<file path="config.mk">
export PLATFORM = sky130hd
export DESIGN_NAME = mux_select_sequencer_flat
export DESIGN_NICKNAME = d
export VERILOG_FILES = /design/src/rtl/mux_pkg.sv /design/src/rtl/mux_select_sequencer_if.sv /design/src/rtl/mux_select_sequencer_rr_pick4.sv /design/src/rtl/mux_select_sequencer.sv /design/src/flat_wrapper.sv
export SDC_FILE = /design/constraint.sdc
export NUM_CORES = 1
export LEC_CHECK = 0
export BUFFER_PORTS_ARGS = -buffer_cell sky130_fd_sc_hd__buf_2
export CORE_MARGIN = 2
export CORE_UTILIZATION = 55
export CTS_CLUSTER_SIZE = 24
export DETAILED_ROUTE_END_ITERATION = 16
export PLACE_DENSITY_LB_ADDON = 0.05
export SETUP_SLACK_MARGIN = 0.1
export SYNTH_ARGS = -nofsm -noshare
export SYNTH_HDL_FRONTEND = slang
export SYNTH_SLANG_ARGS = --single-unit
export TNS_END_PERCENT = 20
</file>
<file path="constraint.sdc">
create_clock -name clk -period 2 [get_ports clk]
set_clock_uncertainty 0.05 [all_clocks]
set_input_delay 0.3 -clock clk [delete_from_list [all_inputs] [get_ports clk]]
set_output_delay 0.3 -clock clk [all_outputs]
set_load 0.01 [all_outputs]
</file>
<file path="src/rtl/mux_pkg.sv">
// Shared definitions for the mux select sequencer: widths, FSM state
// encoding, the post-reset round-robin pointer and a one-hot helper.
// The optional watchdog is enabled with MUX_SELECT_SEQUENCER_TIMEOUT_EN.
package mux_pkg;

    localparam int SEL_W   = 2;
    localparam int NUM_SRC = 4;

    typedef enum logic {
        ST_IDLE    = 1'b0,
        ST_GRANTED = 1'b1
    } state_t;

    // Pointer starts at the last source so source 0 wins first after reset.
    localparam logic [SEL_W-1:0] PTR_RESET = 2'd3;

    function automatic logic [NUM_SRC-1:0] onehot(input logic [SEL_W-1:0] idx);
        logic [NUM_SRC-1:0] v;
        v = '0;
        v[idx] = 1'b1;
        return v;
    endfunction

endpackage

</file>
<file path="src/rtl/mux_select_sequencer_if.sv">
// Request/done inputs and select/grant outputs of the mux select sequencer.
// The sequencer sits on the slave modport; the request side drives master.
interface mux_select_sequencer_if;
    import mux_pkg::*;

    logic                req0;
    logic                req1;
    logic                req2;
    logic                req3;
    logic                done;
    logic                address0;
    logic                address1;
    logic                sel_valid;
    logic [NUM_SRC-1:0]  grant;
    logic                timeout_flag;

    modport master (
        output req0, req1, req2, req3, done,
        input  address0, address1, sel_valid, grant, timeout_flag
    );

    modport slave (
        input  req0, req1, req2, req3, done,
        output address0, address1, sel_valid, grant, timeout_flag
    );

endinterface

</file>
<file path="src/rtl/mux_select_sequencer_rr_pick4.sv">
// rr_pick4: combinational round-robin picker. The search starts at the
// index after ptr and wraps, so the source at ptr itself is always last.
module rr_pick4
    import mux_pkg::*;
(
    input  logic [NUM_SRC-1:0] req,
    input  logic [SEL_W-1:0]   ptr,
    output logic [SEL_W-1:0]   winner,
    output logic               any_req
);

    // rot[k] is the request of the source k+1 positions after ptr.
    logic [NUM_SRC-1:0] rot;

    genvar gi;
    generate
        for (gi = 0; gi < NUM_SRC; gi++) begin : g_rot
            localparam logic [SEL_W-1:0] OFS = SEL_W'(gi + 1);
            logic [SEL_W-1:0] idx;
            assign idx     = ptr + OFS;
            assign rot[gi] = req[idx];
        end
    endgenerate

    logic [SEL_W-1:0] offset;

    // Lowest set bit of the rotated vector gives the distance from ptr+1.
    always_comb begin
        offset = '0;
        for (int k = NUM_SRC - 1; k >= 0; k--) begin
            if (rot[k]) begin
                offset = SEL_W'(k);
            end
        end
        winner  = ptr + offset + SEL_W'(1);
        any_req = |req;
    end

endmodule

</file>
<file path="src/rtl/mux_select_sequencer.sv">
// mux_select_sequencer: round-robin grant generator driving the 4:1 mux
// select pair. A grant is held until done is honoured after MIN_HOLD
// cycles; on release the next requester is granted back-to-back.
// Define MUX_SELECT_SEQUENCER_TIMEOUT_EN to add a watchdog that force-
// releases a grant after TIMEOUT cycles and pulses timeout_flag.
module mux_select_sequencer
    import mux_pkg::*;
#(
    parameter int MIN_HOLD = 1,
    parameter int TIMEOUT  = 16
)
(
    input  logic               clk,
    input  logic               nreset,
    mux_select_sequencer_if.slave bus
);

    generate
        if (MIN_HOLD < 1 || MIN_HOLD > 255 || TIMEOUT < 2 || TIMEOUT > 255) begin : g_bad_params
            $error("mux_select_sequencer: MIN_HOLD must be 1..255 and TIMEOUT 2..255");
        end
    endgenerate

    localparam logic [7:0] MIN_HOLD_C = 8'(MIN_HOLD);

    state_t             state_reg,  state_next;
    logic [SEL_W-1:0]   addr_reg,   addr_next;
    logic [NUM_SRC-1:0] grant_reg,  grant_next;
    logic [SEL_W-1:0]   ptr_reg,    ptr_next;
    logic [7:0]         hold_reg,   hold_next;

    logic [NUM_SRC-1:0] req_vec;
    logic [SEL_W-1:0]   winner;
    logic               any_req;
    logic               do_grant;
    logic               done_ok;
    logic               timeout_hit;

    assign req_vec = {bus.req3, bus.req2, bus.req1, bus.req0};

    // The pointer always holds the current/last granted index, so the same
    // picker serves both IDLE arbitration and back-to-back re-arbitration,
    // and the released source naturally ends up lowest priority.
    rr_pick4 u_pick (
        .req     (req_vec),
        .ptr     (ptr_reg),
        .winner  (winner),
        .any_req (any_req)
    );

`ifdef MUX_SELECT_SEQUENCER_TIMEOUT_EN
    localparam logic [7:0] TIMEOUT_C = 8'(TIMEOUT);

    logic [7:0] wdog_reg, wdog_next;
    logic       tflag_reg, tflag_next;

    assign timeout_hit = (state_reg == ST_GRANTED) && (wdog_reg >= TIMEOUT_C);

    // Watchdog restarts on every new grant and saturates while granted.
    always_comb begin
        wdog_next  = wdog_reg;
        tflag_next = 1'b0;
        if (do_grant) begin
            wdog_next = 8'd1;
        end else if (state_reg == ST_GRANTED && wdog_reg != 8'hFF) begin
            wdog_next = wdog_reg + 8'd1;
        end
        if (timeout_hit && !done_ok) begin
            tflag_next = 1'b1;
        end
    end

    // Watchdog and forced-release flag registers.
    always_ff @(posedge clk or negedge nreset) begin
        if (!nreset) begin
            wdog_reg  <= '0;
            tflag_reg <= 1'b0;
        end else begin
            wdog_reg  <= wdog_next;
            tflag_reg <= tflag_next;
        end
    end

    assign bus.timeout_flag = tflag_reg;
`else
    assign timeout_hit      = 1'b0;
    assign bus.timeout_flag = 1'b0;
`endif

    // Next-state logic: grant on request in IDLE, release on honoured done
    // or timeout, re-granting immediately when another request waits.
    always_comb begin
        state_next = state_reg;
        addr_next  = addr_reg;
        grant_next = grant_reg;
        ptr_next   = ptr_reg;
        hold_next  = hold_reg;
        do_grant   = 1'b0;
        done_ok    = 1'b0;
        case (state_reg)
            ST_IDLE: begin
                do_grant = any_req;
            end
            ST_GRANTED: begin
                if (hold_reg < MIN_HOLD_C) begin
                    hold_next = hold_reg + 8'd1;
                end
                done_ok = bus.done && (hold_reg >= MIN_HOLD_C);
                if (done_ok || timeout_hit) begin
                    if (any_req) begin
                        do_grant = 1'b1;
                    end else begin
                        state_next = ST_IDLE;
                        grant_next = '0;
                    end
                end
            end
            default: begin
                state_next = ST_IDLE;
                grant_next = '0;
            end
        endcase
        if (do_grant) begin
            state_next = ST_GRANTED;
            addr_next  = winner;
            grant_next = onehot(winner);
            ptr_next   = winner;
            hold_next  = 8'd1;
        end
    end

    // State registers; reset clears the grant without waiting for a clock.
    always_ff @(posedge clk or negedge nreset) begin
        if (!nreset) begin
            state_reg <= ST_IDLE;
            addr_reg  <= '0;
            grant_reg <= '0;
            ptr_reg   <= PTR_RESET;
            hold_reg  <= '0;
        end else begin
            state_reg <= state_next;
            addr_reg  <= addr_next;
            grant_reg <= grant_next;
            ptr_reg   <= ptr_next;
            hold_reg  <= hold_next;
        end
    end

    assign bus.address0  = addr_reg[0];
    assign bus.address1  = addr_reg[1];
    assign bus.grant     = grant_reg;
    assign bus.sel_valid = (state_reg == ST_GRANTED);

endmodule
</file>
<file path="src/flat_wrapper.sv">
// flat-port wrapper written by rule: the top's interface ports become plain ports
module mux_select_sequencer_flat import mux_pkg::*;
#(
    parameter int MIN_HOLD = 1,
    parameter int TIMEOUT  = 16
)
  (clk, nreset, bus_req0, bus_req1, bus_req2, bus_req3, bus_done, bus_address0, bus_address1, bus_sel_valid, bus_grant, bus_timeout_flag);
  mux_select_sequencer_if bus_i ();
  input  logic clk;
  input  logic nreset;
  input wire logic [$bits(bus_i.req0)-1:0] bus_req0;
  input wire logic [$bits(bus_i.req1)-1:0] bus_req1;
  input wire logic [$bits(bus_i.req2)-1:0] bus_req2;
  input wire logic [$bits(bus_i.req3)-1:0] bus_req3;
  input wire logic [$bits(bus_i.done)-1:0] bus_done;
  output wire logic [$bits(bus_i.address0)-1:0] bus_address0;
  output wire logic [$bits(bus_i.address1)-1:0] bus_address1;
  output wire logic [$bits(bus_i.sel_valid)-1:0] bus_sel_valid;
  output wire logic [$bits(bus_i.grant)-1:0] bus_grant;
  output wire logic [$bits(bus_i.timeout_flag)-1:0] bus_timeout_flag;
  assign bus_i.req0 = bus_req0;
  assign bus_i.req1 = bus_req1;
  assign bus_i.req2 = bus_req2;
  assign bus_i.req3 = bus_req3;
  assign bus_i.done = bus_done;
  assign bus_address0 = bus_i.address0;
  assign bus_address1 = bus_i.address1;
  assign bus_sel_valid = bus_i.sel_valid;
  assign bus_grant = bus_i.grant;
  assign bus_timeout_flag = bus_i.timeout_flag;
  mux_select_sequencer #(.MIN_HOLD(MIN_HOLD), .TIMEOUT(TIMEOUT)) u_core (.clk(clk), .nreset(nreset), .bus(bus_i));
endmodule
</file>
==> results of run 1 <==
==> final timing paths <==
kind | from | end | slack [ns] | depth (start not counted)
setup / recovery | u_core.ptr_reg[1] | u_core.bus.grant[0] | 0.14 | 9
hold / removal | bus_done | u_core.bus.sel_valid | 0.25 | 3
setup reg to reg | u_core.ptr_reg[1] | u_core.bus.grant[0] | 0.14 | 9
hold reg to reg | u_core.bus.grant[2] | u_core.bus.grant[2] | 0.47 | 2
max in group asynchronous | nreset | u_core.ptr_reg[1] | 1.19 | 2
min in group asynchronous | nreset | u_core.hold_reg[1] | 0.39 | 2
==> what timing repair did <==
action | 4_1_cts | 5_1_grt
pin swaps | 10 | 6
setup endpoints to repair | 7 | 16
gates cloned | 0 | 0
endpoints found under the hold margin | 15 | 0
setup buffers | 2 | 2
resized for setup | 6 | 9
hold buffers | 1 | 0
==> per-stage QoR <==
| step | total power (W) | util | setup TNS [ns] | area [um^2] |
|---|---|---|---|---|
| floorplan | 0.000856 | - | 0 | 1090 |
| global placement | 0.00104 | 0.630 | 0 | 1210 |
| detailed placement | 0.00106 | 0.630 | -0.00624 | 1210 |
| CTS | 0.00132 | 0.665 | 0 | 1280 |
| global route | 0.00154 | 0.697 | 0 | 1340 |
| finish | 0.00145 | 0.697 | 0 | 1340 |
==> critical path: stages (launching register included) <==
cell	delay [ns]
dfstp_2	0.57
nand2_2	0.07
a21oi_1	0.12
o21ai_1	0.08
o21ai_1	0.21
ha_4	0.24
buf_4	0.13
buf_4	0.13
nand4_1	0.06
o211ai_1	0.09
==> power breakdown <==
group | total (W) | switching (W) | leakage [nW] | internal (W)
sequential | 0.000486 | 0.0000536 | 0.213 | 0.000432
combinational | 0.000771 | 0.000415 | 0.353 | 0.000356
clock | 0.000192 | 0.000114 | 0.0150 | 0.0000778
==> cells in the final DEF (no fill, tap or decap), types with 2 or more instances in the layout <==
| cell type | n |
|---|---|
| o31ai_1 | 2 |
| nand3_1 | 7 |
| o31ai_2 | 2 |
| o21ai_0 | 5 |
| nand4_1 | 6 |
| a21o_2 | 2 |
| inv_1 | 5 |
| clkbuf_4 | 3 |
| o211ai_1 | 2 |
| buf_2 | 13 |
| dfrtp_1 | 15 |
| and4_1 | 2 |
| dfstp_2 | 2 |
| and3_1 | 3 |
| a21oi_1 | 2 |
| a41oi_1 | 3 |
| nor4_2 | 2 |
| xnor2_1 | 2 |
| buf_4 | 9 |
| nor2_1 | 6 |
| nor2b_1 | 2 |
| o21ai_1 | 2 |
| ha_1 | 3 |
| nor3_2 | 2 |
| nor2_2 | 3 |
| nand2_1 | 6 |
==> cell families after synthesis <==
logic type	after synthesis	synth area share
fa+ha+maj	4	0.0458
other cells	1	0.00343
simple gates	50	0.292
compound gates	28	0.194
flops	17	0.392
buf+inv	8	0.0378
mux	2	0.0195
xor+xnor	2	0.0160
==> metal layers <==
metal,share of wire,track usage
met1,0.48,0.316
met5,0,0
met4,0.023,0.119
met3,0.040,0.0525
met2,0.46,0.359
==> final cells by class <==
type                    count  area (um^2)  share of cell area
inverters                   6         22.5              0.0168
flip-flops and latches     17          428               0.319
multi-input cells          87          687               0.513
repair buffers             23          143               0.106
clock buffers               4         26.3              0.0196
well taps                  27         33.8              0.0252
==> impl_metrics.yaml, run 1 <==
run_status:
  status: "finished clean"
timing:
  max_freq_mhz: 537
  slew_headroom: 0.663
  fin_crit_ns: 1.86
  setup_viol: 0
  report.final.slew_viol_count: 0
  hold-worst-slack_ns: 0.250
  rsz0062_at_grt: "true"
  worstMarginPinSlew_ns: 0.504
  finalCritPeriodShare: 0.932
  fin_ws_ns: 0.137
  hold_violations: 0
setup_path:
  critical_path_required_ns: 2.13
  critPathKind: "reg2reg"
  cp-end-kind: "flop"
  cp.arrival_ns: 1.99
  critPathMaxFanout: 3
  startpoint_type: "flop"
logic_synthesis:
  synth_edf_count: 0
  synthTopCellsByCount: "dfrtp_1, nand3_1, nand2_1, nor2_1, o21ai_0"
  synth-seq-cells: 17
  synth_top_area_frac: 0.344
  netlist_top_cells_area: "dfrtp_1, dfstp_2, ha_1, nand3_1, nand4_1"
  synth_area_mm2: 0.00109
  synth_area_per_cell_um2: 9.75
  async_reset_ff_frac: 1.00
  synth_cells: 112
  ys_types: 44
  synthFlopType: "dfrtp_1"
  syn-num-nets: 123
  ys.warnings.count: 0
  ys_seq_area_frac: 0.392
  synth_most_common_cell: "dfrtp_1"
  synth.largest_area_cell: "dfrtp_1"
detailed_routing:
  antenna_left: 0
  drt_iter0_markers: 24
  drt_wl_total_mm: 2.62
  via_per_inst: 5.94
  num_vias: 974
  drcViolationCount: 0
  drtPass1Iterations: 4
  wl_per_cell_um: 16.0
grt:
  grt_usage: 0.235
  grt.overflow.total: 0
  antenna_found_initial: 0
  grt_pass1_wl_mm: 4.28
  grt_max_degree: 18
  grt_pass1_vias: 951
die:
  die_area_mm2: 0.00236
  rows: 16
  io-pin-count: 15
  coreArea_mm2: 0.00192
  start_util: 0.568
  chipWidth_um: 48.6
  die_y_um: 48.6
placed_design:
  placed_cells: 155
  dp_worst_setup_slack_ns: -0.00624
  dp.final_hpwl_mm: 1.79
  port_buffers: 13
  gp_congestion: 0.857
clock_network:
  numCtsBuffers: 3
  cts_buffer_depth: 2
  clkSinkCount: 17
  clock_latency_ns: 0.30
  h-tree-depth: 1
  cts_tree: "built"
  clk_pin_slew_ns: 0.09
  cts.root.buffer_cell: "clkbuf_4"
power:
  power.density_mw_per_mm2: 1080
  ir_drop_uv: 814
  power_leakage_nw: 0.581
finish:
  drive_gt1_frac: 0.380
  area_growth_pct: 22.7
  largest_reg_flops: 8
  layout.nets: 149
  nFillCells: 160
  stdcell_count: 164
  diodes: 0
job:
  maxCapViolCount: 0
hold_path:
  hold_class: "in2reg"
Power figures use the tool's default switching activity.
==> run 2, diff against run 1 <==
--- a/config.mk
+++ b/config.mk
@@ -7,10 +7,10 @@
 export LEC_CHECK = 0
 export BUFFER_PORTS_ARGS = -buffer_cell sky130_fd_sc_hd__buf_2
 export CORE_MARGIN = 2
-export CORE_UTILIZATION = 55
+export CORE_UTILIZATION = 50
 export CTS_CLUSTER_SIZE = 24
 export DETAILED_ROUTE_END_ITERATION = 16
-export PLACE_DENSITY_LB_ADDON = 0.05
+export PLACE_DENSITY = 0.74
 export SETUP_SLACK_MARGIN = 0.1
 export SYNTH_ARGS = -nofsm -noshare
 export SYNTH_HDL_FRONTEND = slang
==> constraint.sdc (replaced) <==
create_clock -name clk -period 1.7 [get_ports clk]
set_clock_uncertainty 0.05 [all_clocks]
set_input_delay 0.255 -clock clk [delete_from_list [all_inputs] [get_ports clk]]
set_output_delay 0.255 -clock clk [all_outputs]
set_load 0.01 [all_outputs]
==> run 2 against run 1 <==
Effect of this change:
- the flow now finishes with violations (negative setup slack)
- clock-buffer cell count did not move
- fmax down 0.93%
- combinational power up 11%
- total power is 14% higher
- flip-flop and latch count unchanged
- sequential share of layout area decreased by 2.4 points
- core utilization increased by 2.6 points
- design area up 8.0%
- via count is 11% higher
- die area grew 9.2%
- largest power group unchanged
- highest routed layer unchanged
==> impl_metrics.yaml, run 2 (same netlist as run 1, synthesis figures left out) <==
timing:
  max_freq_mhz: 532
  hold_violations: 0
  finalCritPeriodShare: 1.11
  report.final.slew_viol_count: 0
  hold-worst-slack_ns: 0.218
  fin_crit_ns: 1.88
  setup_tns_ns: -0.722
  rsz0062_at_grt: "true"
  fin_ws_ns: -0.181
  setup_viol: 8
finish:
  seqCellArea_um2: 428
  nFillCells: 157
  finish.utilization: 0.723
  multiInputGateArea_um2: 689
  largest_reg_flops: 8
  area_growth_pct: 32.5
  drive_gt1_frac: 0.444
  layout_commonest_cell: "buf_4"
  layout_common_cells: "buf_4, dfrtp_1, buf_2, nand3_1"
  layout.nets: 163
  diodes: 0
setup_path:
  critical_path_required_ns: 1.86
  ff2ff_path_depth: 8
  cp.arrival_ns: 2.04
  cp-end-kind: "flop"
  critPathMaxFanout: 4
  startpoint_type: "flop"
  critPathKind: "reg2reg"
detailed_routing:
  antenna_left: 0
  drt_wl_total_mm: 2.86
  drtPass1Iterations: 4
  drt_iter0_markers: 35
  via_per_inst: 6.08
  wl_per_cell_um: 16.1
  num_vias: 1082
  drcViolationCount: 0
grt:
  grt_max_degree: 18
  grt.overflow.total: 0
  grt_usage: 0.244
  grt_pass1_vias: 1085
  grt_pass1_wl_mm: 4.64
  antenna_found_initial: 0
hold_path:
  hold_class: "in2reg"
  holdPathStages: 3
clock_network:
  post_cts_buffers: 0
  clk_pin_slew_ns: 0.10
  clock_latency_ns: 0.31
  clkSinkCount: 17
  cts_tree: "built"
  cts_buffer_depth: 2
  cts.root.buffer_cell: "clkbuf_4"
  numCtsBuffers: 3
  h-tree-depth: 1
power:
  power_leakage_nw: 0.644
  finalPower_w: 0.00165
  power.density_mw_per_mm2: 1140
  ir_drop_uv: 1030
die:
  chipWidth_um: 50.7
  die_area_mm2: 0.00257
  rows: 16
  io-pin-count: 15
  die_y_um: 50.7
  start_util: 0.546
  coreArea_mm2: 0.00200
run_status:
  status: "finished, violations left"
  violations: "negative setup slack"
job:
  maxCapViolCount: 0
placed_design:
  gp_congestion: 0.803
  port_buffers: 13
  dp.final_hpwl_mm: 2.10
## run 2: changes by cell type in the layout (fill, tap and decap cells not counted), sizes merged
cell and delta:
buf +14
## run 2: power breakdown
group / switching, W / total (W) / leakage (nW) / internal (W)
clock: 0.000141 / 0.000232 / 0.0150 / 0.0000918
combinational: 0.000458 / 0.000852 / 0.417 / 0.000394
sequential: 0.0000542 / 0.000562 / 0.213 / 0.000507
total: 0.000653 / 0.00165 / 0.644 / 0.000994
## run 2: area by class of cell
type | count | area share
Multi-Input combinational cell | 87 | 0.476
Sequential cell | 17 | 0.296
Timing Repair Buffer | 37 | 0.171
Tap cell | 27 | 0.0233
Clock buffer | 4 | 0.0182
Inverter | 6 | 0.0156
## run 2: stage by stage
step           instances  setup slack, ns  area [um^2]
5_1_grt              178           -0.269         1450
6_report             178           -0.181         1450
4_1_cts              178           -0.182         1400
3_5_place_dp         173           -0.295         1350
2_1_floorplan        112          -0.0854         1090
3_3_place_gp         173           -0.157         1350
## run 2: worst max-delay path, stage by stage, from the launching register on
cell      delay (ns)
dfstp_2         0.58
nand2_1         0.07
a21oi_1         0.13
o221ai_1        0.11
o21ai_1         0.10
ha_2            0.31
nor4_2          0.17
nand4_1         0.13
o211ai_1        0.13
## run 2: worst paths after layout
kind                                     start                    to  slack, ns
max                          u_core.ptr_reg[1]   u_core.bus.grant[1]      -0.18
min                                   bus_done  u_core.bus.sel_valid       0.22
max reg2reg                  u_core.ptr_reg[1]   u_core.bus.grant[1]      -0.18
min reg2reg                u_core.bus.grant[3]   u_core.bus.grant[3]       0.48
max in group asynchronous               nreset     u_core.ptr_reg[1]       0.93
min in group asynchronous               nreset    u_core.hold_reg[7]       0.35
## run 2: per-layer routing
| metal | vias to the layer above | track usage | share of wire |
|---|---|---|---|
| li1 | 501 | - | - |
| met1 | 536 | 0.291 | 0.41 |
| met2 | 38 | 0.428 | 0.52 |
| met3 | 7 | 0.0208 | 0.044 |
| met4 | 0 | 0.135 | 0.023 |
| met5 | - | 0 | 0 |
## run 2: repair_timing
item,4_1_cts,5_1_grt
hold buffers,1,0
endpoints found under the setup margin,14,16
gates resized for setup,4,14
pin swaps,3,7
hold endpoints to repair,15,0
